### config.mk
export PLATFORM = sky130hd
export DESIGN_NAME = ctrl_sequencer
export DESIGN_NICKNAME = d
export VERILOG_FILES = /design/src/rtl/ctrl_sequencer.sv
export SDC_FILE = /design/constraint.sdc
export NUM_CORES = 1
export LEC_CHECK = 0
export ABC_AREA = 1
export CORE_ASPECT_RATIO = 1.4
export CORE_MARGIN = 5
export CORE_UTILIZATION = 60
export CTS_CLUSTER_SIZE = 30
export DETAILED_ROUTE_END_ITERATION = 7
export DONT_BUFFER_PORTS = 1
export PLACE_DENSITY = 0.81
export SYNTH_ARGS = -nofsm -noshare
export SYNTH_HDL_FRONTEND = slang
export SYNTH_SLANG_ARGS = --single-unit
### constraint.sdc
create_clock -name clk -period 3.75 [get_ports clk]
set_input_delay 0.375 -clock clk [delete_from_list [all_inputs] [get_ports clk]]
set_output_delay 0.375 -clock clk [all_outputs]
set_load 0.01 [all_outputs]
### src/rtl/ctrl_sequencer.sv
// Multi-cycle control sequencer for the 9-bit-instruction accumulator core.
// Steps each instruction through FETCH, EXEC and an optional MEM phase with a memory timeout.
module ctrl_sequencer #(
    parameter int DW      = 8,
    parameter int OPW     = 4,
    parameter int MEM_TMO = 15
) (
    input  logic           clk,
    input  logic           reset_n,
    input  logic           start,
    input  logic [8:0]     instr,
    input  logic           instr_valid,
    input  logic [DW-1:0]  datA,
    input  logic [DW-1:0]  datB,
    input  logic [DW-1:0]  alu_rslt,
    input  logic [DW-1:0]  lut_addr,
    input  logic [DW-1:0]  mem_rdata,
    input  logic           mem_ack,
    output logic           fetch_req,
    output logic           pc_en,
    output logic           branch,
    output logic [3:0]     pc_immed,
    output logic [3:0]     regA,
    output logic [3:0]     regB,
    output logic [3:0]     wr_addr,
    output logic           wr_en,
    output logic [DW-1:0]  wr_data,
    output logic [OPW-1:0] alu_op,
    output logic           alu_src,
    output logic [4:0]     immed,
    output logic [4:0]     lut_idx,
    output logic           mem_req,
    output logic           mem_we,
    output logic [DW-1:0]  mem_addr,
    output logic [DW-1:0]  mem_wdata,
    output logic           busy,
    output logic           done,
    output logic           err
);

    typedef enum logic [2:0] {IDLE, FETCH, EXEC, MEM, HALT} state_t;

    state_t         state, state_next;
    logic [8:0]     ir;
    logic [7:0]     tmo_cnt;
    logic           done_r, err_r;

    logic [2:0]     opcode;
    logic [1:0]     funct;
    logic [3:0]     field;

    logic [3:0]     dec_regA, dec_regB, dec_wr_addr;
    logic [OPW-1:0] dec_alu_op;
    logic           dec_alu_src;
    logic [DW-1:0]  dec_wr_data;
    logic [DW-1:0]  dec_addr;
    logic           dec_write, dec_load, dec_store, dec_exit, dec_taken;
    logic           tmo_hit;

    assign opcode   = ir[8:6];
    assign funct    = ir[5:4];
    assign field    = ir[3:0];
    assign pc_immed = ir[3:0];
    assign immed    = ir[5:1];
    assign lut_idx  = ir[5:1];
    assign busy     = (state == FETCH) || (state == EXEC) || (state == MEM);
    assign done     = done_r;
    assign err      = err_r;
    assign tmo_hit  = (tmo_cnt == 8'(MEM_TMO - 1)) && !mem_ack;

    // Instruction decode; held stable through MEM because it depends only on IR.
    always_comb begin
        dec_regA    = 4'd0;
        dec_regB    = 4'd1;
        dec_wr_addr = field;
        dec_alu_op  = '1;
        dec_alu_src = 1'b0;
        dec_wr_data = alu_rslt;
        dec_addr    = datA;
        dec_write   = 1'b0;
        dec_load    = 1'b0;
        dec_store   = 1'b0;
        dec_exit    = 1'b0;
        dec_taken   = 1'b0;
        case (opcode)
            3'b000: begin
                case (funct)
                    2'b00: begin dec_alu_op = OPW'(0); dec_write = 1'b1; end
                    2'b01: begin dec_alu_op = OPW'(1); dec_write = 1'b1; end
                    2'b10: dec_load = 1'b1;
                    default: begin dec_store = 1'b1; dec_regB = field; end
                endcase
            end
            3'b001: begin
                dec_load    = 1'b1;
                dec_addr    = lut_addr;
                dec_wr_addr = {3'b000, ir[0]};
            end
            3'b010, 3'b011: begin
                dec_alu_op  = (opcode == 3'b010) ? OPW'(1) : OPW'(0);
                dec_alu_src = 1'b1;
                dec_wr_addr = 4'd1;
                dec_write   = 1'b1;
            end
            3'b100: begin
                case (funct)
                    2'b00:   dec_taken = (datA == datB);
                    2'b01:   dec_taken = (datA != datB);
                    2'b10:   dec_taken = (datA <  datB);
                    default: dec_taken = (datA <= datB);
                endcase
            end
            3'b101: begin
                dec_wr_data = datA;
                dec_write   = 1'b1;
                if (ir[5]) begin
                    dec_regA    = {3'b000, ir[0]};
                    dec_wr_addr = ir[4:1];
                end else begin
                    dec_regA    = field;
                    dec_wr_addr = {3'b000, ir[4]};
                end
            end
            3'b110: begin
                dec_alu_op = OPW'(funct) + OPW'(2);
                dec_write  = 1'b1;
            end
            default: begin
                if (funct == 2'b11) begin
                    dec_exit = 1'b1;
                end else begin
                    dec_alu_op = OPW'(funct) + OPW'(6);
                    dec_write  = 1'b1;
                end
            end
        endcase
    end

    // Next-state and strobe generation; decode outputs are only exposed in EXEC and MEM.
    always_comb begin
        state_next = state;
        fetch_req  = 1'b0;
        pc_en      = 1'b0;
        branch     = 1'b0;
        wr_en      = 1'b0;
        mem_req    = 1'b0;
        mem_we     = 1'b0;
        regA       = 4'd0;
        regB       = 4'd0;
        wr_addr    = 4'd0;
        alu_op     = '0;
        alu_src    = 1'b0;
        wr_data    = '0;
        case (state)
            IDLE: begin
                if (start) state_next = FETCH;
            end
            FETCH: begin
                fetch_req = 1'b1;
                if (instr_valid) state_next = EXEC;
            end
            EXEC: begin
                regA    = dec_regA;
                regB    = dec_regB;
                wr_addr = dec_wr_addr;
                alu_op  = dec_alu_op;
                alu_src = dec_alu_src;
                wr_data = dec_wr_data;
                mem_we  = dec_store;
                if (dec_load || dec_store) begin
                    state_next = MEM;
                end else if (dec_exit) begin
                    state_next = HALT;
                end else begin
                    wr_en      = dec_write;
                    pc_en      = 1'b1;
                    branch     = dec_taken;
                    state_next = FETCH;
                end
            end
            MEM: begin
                regA    = dec_regA;
                regB    = dec_regB;
                wr_addr = dec_wr_addr;
                alu_op  = dec_alu_op;
                alu_src = dec_alu_src;
                wr_data = dec_load ? mem_rdata : dec_wr_data;
                mem_req = 1'b1;
                mem_we  = dec_store;
                if (mem_ack) begin
                    wr_en      = dec_load;
                    pc_en      = 1'b1;
                    state_next = FETCH;
                end else if (tmo_hit) begin
                    state_next = HALT;
                end
            end
            HALT: begin
                if (start) state_next = FETCH;
            end
            default: state_next = IDLE;
        endcase
    end

    always_ff @(posedge clk or negedge reset_n) begin
        if (!reset_n) begin
            state     <= IDLE;
            ir        <= '0;
            tmo_cnt   <= '0;
            mem_addr  <= '0;
            mem_wdata <= '0;
            done_r    <= 1'b0;
            err_r     <= 1'b0;
        end else begin
            state <= state_next;
            if (state == FETCH && instr_valid) ir <= instr;
            if (state == EXEC) begin
                tmo_cnt <= '0;
                if (dec_load || dec_store) mem_addr <= dec_addr;
                if (dec_store) mem_wdata <= datB;
                if (dec_exit) done_r <= 1'b1;
            end else if (state == MEM && !mem_ack) begin
                tmo_cnt <= tmo_cnt + 8'd1;
                if (tmo_hit) err_r <= 1'b1;
            end else if (state == HALT && start) begin
                done_r <= 1'b0;
                err_r  <= 1'b0;
            end
        end
    end

endmodule

After elaboration in Yosys (flattened, before gate mapping)

Index checks and enable logic that the tools add are counted.

$add $sub $neg: 3
$lt $le $gt $ge: 2
Equality and inequality tests: 22
Mux-type cells: 60
Bitwise operators: 1
Reduce and logical (&&, ||, !) cells: 28

Operators by type and width:

| cell                                                | number |
|---|---|
| 2-to-1 mux 4 bit                                    | 10 |
| 2-to-1 mux 8 bit                                    | 5 |
| 2-to-1 mux 1 bit                                    | 29 |
| 2-to-1 mux 3 bit                                    | 6 |
| one-hot mux 4 bit (4 select lines)                  | 1 |
| one-hot mux 8 bit (2 select lines)                  | 1 |
| equality test 3 x 2 -> 1 bit, second input constant | 4 |
| equality test 3 bit, second input constant          | 4 |
| one-hot mux 3 bit (4 select lines)                  | 1 |
| one-hot mux 4 bit (3 select lines)                  | 1 |
| OR reduction 2 bit                                  | 5 |
| AND reduction 3 bit                                 | 3 |
| adder 8 x 1 -> 8 bit, second input constant         | 1 |
| equality test 8 x 4 -> 1 bit, second input constant | 1 |
| equality test 8 bit                                 | 1 |
| less-or-equal comparator 8 bit                      | 1 |
| less-than comparator 8 bit                          | 1 |
| != test 2 bit, second input constant                | 4 |
| != test 8 bit                                       | 1 |
| one-hot mux 4 bit (2 select lines)                  | 1 |
| OR reduction 7 bit                                  | 1 |
| equality test 3 x 1 -> 1 bit, second input constant | 2 |
| zero test 3 bit                                     | 2 |
| one-hot mux 1 bit (2 select lines)                  | 3 |
| 16 further kinds                                    | 27 |

Register bits after elaboration: 38
Input port bits: 54
Output and inout port bits: 64
Word-level logic and storage cells: 123

Logic depth before layout (Yosys ltp)

Word-level depth: 7
Gate-level depth with buffers: 10
Depth with buffers taken out: 10

Worst setup path before layout

No wires, ideal clock.

Path type: in2out
Start point: input port datB[7]
End point: output port branch
Data arrival time: 1.311 ns
Required time: 3.375 ns
Slack: 2.064 ns
Stages: 10
Path buffers: 0
Cell sequence: inv_1 > ha_1 > nand2_1 > nor2_1 > nand2_1 > nand2_1 > nand2_1 > nand2_1 > nand3_1 > nor2_1

Word-level cells in the longest chain between the ends: 6
Elaborated cells between the ends (all ways): 9
Classes of those cells: order compare: 2; eq/ne: 2; mux: 5

RTL lines:

| item                                                   | RTL line | text |
|---|---|---|
| start, declared                                        | 14       | `input logic [DW-1:0] datB,` |
| less-or-equal comparator 8 bit (tied with other cells) | 110      | `default: dec_taken = (datA <= datB);` |
| one-hot mux 1 bit (3 select lines) (*)                 | 106      | `case (funct)` |
| 2-to-1 mux 1 bit (*)                                   | 85       | `case (opcode)` |
| 2-to-1 mux 1 bit (*)                                   | 172      | `end else if (dec_exit) begin` |
| 2-to-1 mux 1 bit (*)                                   | 170      | `if (dec_load \|\| dec_store) begin` |
| 2-to-1 mux 1 bit (*)                                   | 154      | `case (state)` |
| end, declared                                          | 21       | `output logic branch,` |

Every way passes the cells marked *; elsewhere a longest branch is shown, timed or not.

Final worst setup path

Start point: register ir[5]
End point: output port wr_data[2]

Word-level cells in the longest chain between the ends: 5

RTL lines:

| item                               | RTL line | text |
|---|---|---|
| start, declared                    | 44       | `logic [8:0] ir;` |
| start signal, assigned             | 216      | `if (state == FETCH && instr_valid) ir <= instr;` |
| equality test 2 bit                | 87       | `case (funct)` |
| 2-to-1 mux 1 bit                   | 87       |  |
| one-hot mux 1 bit (2 select lines) | 85       |  |
| 2-to-1 mux 8 bit                   | 187      | `wr_data = dec_load ? mem_rdata : dec_wr_data;` |
| one-hot mux 8 bit (2 select lines) | 154      |  |
| end, declared                      | 27       | `output logic [DW-1:0] wr_data,` |

Every way passes these cells.

==> impl_metrics.py <==
metrics = {
    "sta": {
        "fin_crit_ns": 2.47,
        "finalHoldViolations": 0,
        "timing.fmax_mhz": 405,
        "post-route-period-util_pct": 65.8,
        "fin_skew_ns": 0.00888,
        "slew_violations": 0,
        "setup_viol": 0,
        "whs_ns": 0.229,
        "rsz0062_at_grt": "no",
        "tns_ns": 0,
        "worst_pin_slew_ns": 0.551,
        "relSlewSlack_pct": 62.9,
    },
    "floorplanning": {
        "core_sq_um": 4460,
        "fp.dieH_um": 89.5,
        "rows": 29,
        "fp.dieW_um": 66.8,
        "initial_core_util_pct": 60.6,
        "io_pins": 118,
        "dieArea_sq_um": 5970,
    },
    "logic_synthesis": {
        "synth_xor_area_share_pct": 0,
        "synth_cell_types": 32,
        "yosysWarnings": 0,
        "netlist_top_cells_count": "nand2_1 (149), inv_1 (40), dfrtp_1 (38), nor2_1 (34), nand3_1 (24)",
        "ys.flop_type": "dfrtp_1",
        "synth.area.top_cells": "dfrtp_1 (35%), nand2_1 (21%), inv_1 (5.5%), nor2_1 (4.7%), ha_1 (4.6%)",
        "ys_seq_area_share_pct": 35.1,
        "muxShareOfSynthArea_pct": 0,
        "post_synth.cell_area_avg_sq_um": 6.68,
        "syn_nets": 469,
        "syn_inst": 405,
        "ys_seq_elements": 38,
        "synth_top_cell_by_area": "dfrtp_1",
        "synth_edf_count": 0,
        "yosys.area_share.adder_pct": 4.62,
        "synth_top_family_by_area": "simple AND/OR/NAND/NOR gates",
        "synth.cell_area_sq_um": 2710,
        "synthSimpleGateAreaFrac_pct": 36.1,
        "synthMostInstantiatedCell": "nand2_1",
        "yosysTopAreaCellShare_pct": 35.1,
        "async_flop_share_pct": 100,
        "synth_compound_gate_area_share_pct": 11.6,
    },
    "worst_setup_path": {
        "critPathKind": "flip-flop to output pin",
        "worstSetupStartpointType": "flip-flop",
        "worst_setup_path_end_kind": "output pin",
        "critPathRequiredTime_ns": 3.38,
        "critPathMaxFanout": 12,
        "startpoint": "ir[5]",
        "crit_arrival_ns": 2.09,
        "r2r_start": "ir[5]",
    },
    "grt": {
        "grt_max_degree": 39,
        "grt_pass1_wl_um": 11400,
        "met3_usage_pct": 7.04,
        "grt-ovfl-total": 0,
        "busiest_layer": "met2",
        "grt_pass1_vias": 2425,
        "met1_usage_pct": 27.6,
        "grt_use_met2_pct": 44.9,
        "antenna_found_initial": 0,
        "track_usage_pct": 25.2,
    },
    "clock_network": {
        "cts_htree_levels": 2,
        "clk_pin_slew_worst_paths_ns": 0.08,
        "cts_root_buf": "clkbuf_8",
        "cts_buffers": 5,
        "cts_sinks": 38,
        "clk_latency_ns": 0.30,
        "postCtsSetupBuffers": 0,
        "cts_max_path_buffers": 2,
        "cts_tree": "done",
    },
    "job": {
        "maxCapViolCount": 0,
    },
    "finish": {
        "antennaDiodeCount": 0,
        "fin_area_sq_um": 2800,
        "layout-drive-gt1-share_pct": 8.14,
        "synthToLayoutAreaGrowth_pct": 3.56,
        "fin_nets": 456,
    },
    "hold_path": {
        "holdCritPathClass": "input pin to flip-flop",
        "hold_start": "datB[0]",
    },
    "power_and_ir_drop": {
        "p_leak_nw": 1.52,
        "power_per_cell_area_nw_per_um2": 761,
        "p_int_mw": 1.10,
        "total_power_mw": 2.13,
        "p_switching_mw": 1.04,
        "pwr-share-seq_pct": 37.5,
        "vdd_drop_max_v": 0.000380,
        "p_comb_share_pct": 42.1,
        "swShare_pct": 48.7,
        "p_clk_share_pct": 20.4,
    },
    "route": {
        "via_count": 2528,
        "drt_iter0_drc": 143,
        "wire_per_inst_um": 15.8,
        "wirelength_um": 7210,
        "final_antenna_net_count": 0,
        "vias_per_cell": 5.56,
        "first_pass_iters": 4,
        "drc_errors": 0,
    },
    "run_status": {
        "status": "completed",
    },
    "placed_design": {
        "dp_hpwl_um": 5510,
        "io_buffer_count": 0,
        "place_area_sq_um": 2630,
        "gp_congestion": 0.877,
    },
}
## stage by stage
step	utilization (%)	std cells	setup slack [ns]
4_1_cts	62.8	455	1.34
2_1_floorplan	-	405	2.06
3_5_place_dp	58.9	445	1.68
3_3_place_gp	58.9	445	1.75
6_report	62.8	455	1.28
5_1_grt	62.8	455	1.17
## layout make-up
class                           count  area, sq um
Fill cell                         416         1660
Multi-Input combinational cell    296         1410
Sequential cell                    38          951
Inverter                           48          180
Clock buffer                        6         82.6
Tap cell                           62         77.6
Clock inverter                      2         60.1
Timing Repair Buffer                3         37.5
## power groups by stage
stage	clock, mW	combinational (mW)	sequential (mW)
after floorplan	0	0.891	0.705
after global placement	0	0.859	0.802
after detailed placement	0	0.879	0.807
after CTS	0.444	0.896	0.800
after global routing	0.460	1.02	0.822
final	0.435	0.899	0.801
## flip-flops by register name, indices dropped and copies added (netlist names)
name / cells
mem_wdata: 8
done: 1
state: 3
err: 1
tmo_cnt: 8
mem_addr: 8
ir: 9
## worst max-delay path: stages (launching register included)
cell and delay, ns:
dfrtp_1 0.67, inv_1 0.21, nor2_1 0.21, nand3_1 0.15
nand2_2 0.24, a21oi_4 0.14, nand2_1 0.09, nand2_1 0.09
## cell usage in the layout, fill, tap and decap left out, types with 6 or more instances in the layout
| master | instances |
|---|---|
| dfrtp_1 | 38 |
| nand3_1 | 24 |
| nor2_1 | 34 |
| o21ai_0 | 16 |
| a21oi_1 | 22 |
| ha_1 | 10 |
| clkbuf_8 | 6 |
| o21ai_1 | 8 |
| nand2_2 | 7 |
| nand2_1 | 149 |
| inv_1 | 40 |
| inv_2 | 7 |
## routing by layer
metal  wire [um]  part of all wire [%]  vias up
met5           0                     0        -
met4         223                   3.1        0
met3         634                   8.8       15
met2        3660                    51      119
met1        2690                    37     1159
li1            -                     -     1235
## kinds of logic after synthesis
logic type | count (synthesis)
AOI/OAI and AO/OA | 56
adders and majority gates | 10
buffers and inverters | 71
DFF | 38
and+or+nand+nor | 230
## path summary, 6_finish.rpt
kind                                end  slack [ns]  cells after the start
max in group asynchronous         ir[0]        2.95                      2
max reg2reg                 mem_addr[5]        1.86                      8
min                        mem_wdata[0]        0.23                      2
min in group asynchronous  mem_wdata[5]        0.58                      2
max                          wr_data[2]        1.28                      7
min reg2reg                  tmo_cnt[6]        0.53                      2
## repair_timing
| item | in CTS | in global routing |
|---|---|---|
| hold buffers | 2 | 0 |
| hold endpoints to repair | 38 | 0 |
| gates resized for setup | 0 | 0 |
Power figures use the tool's default switching activity.
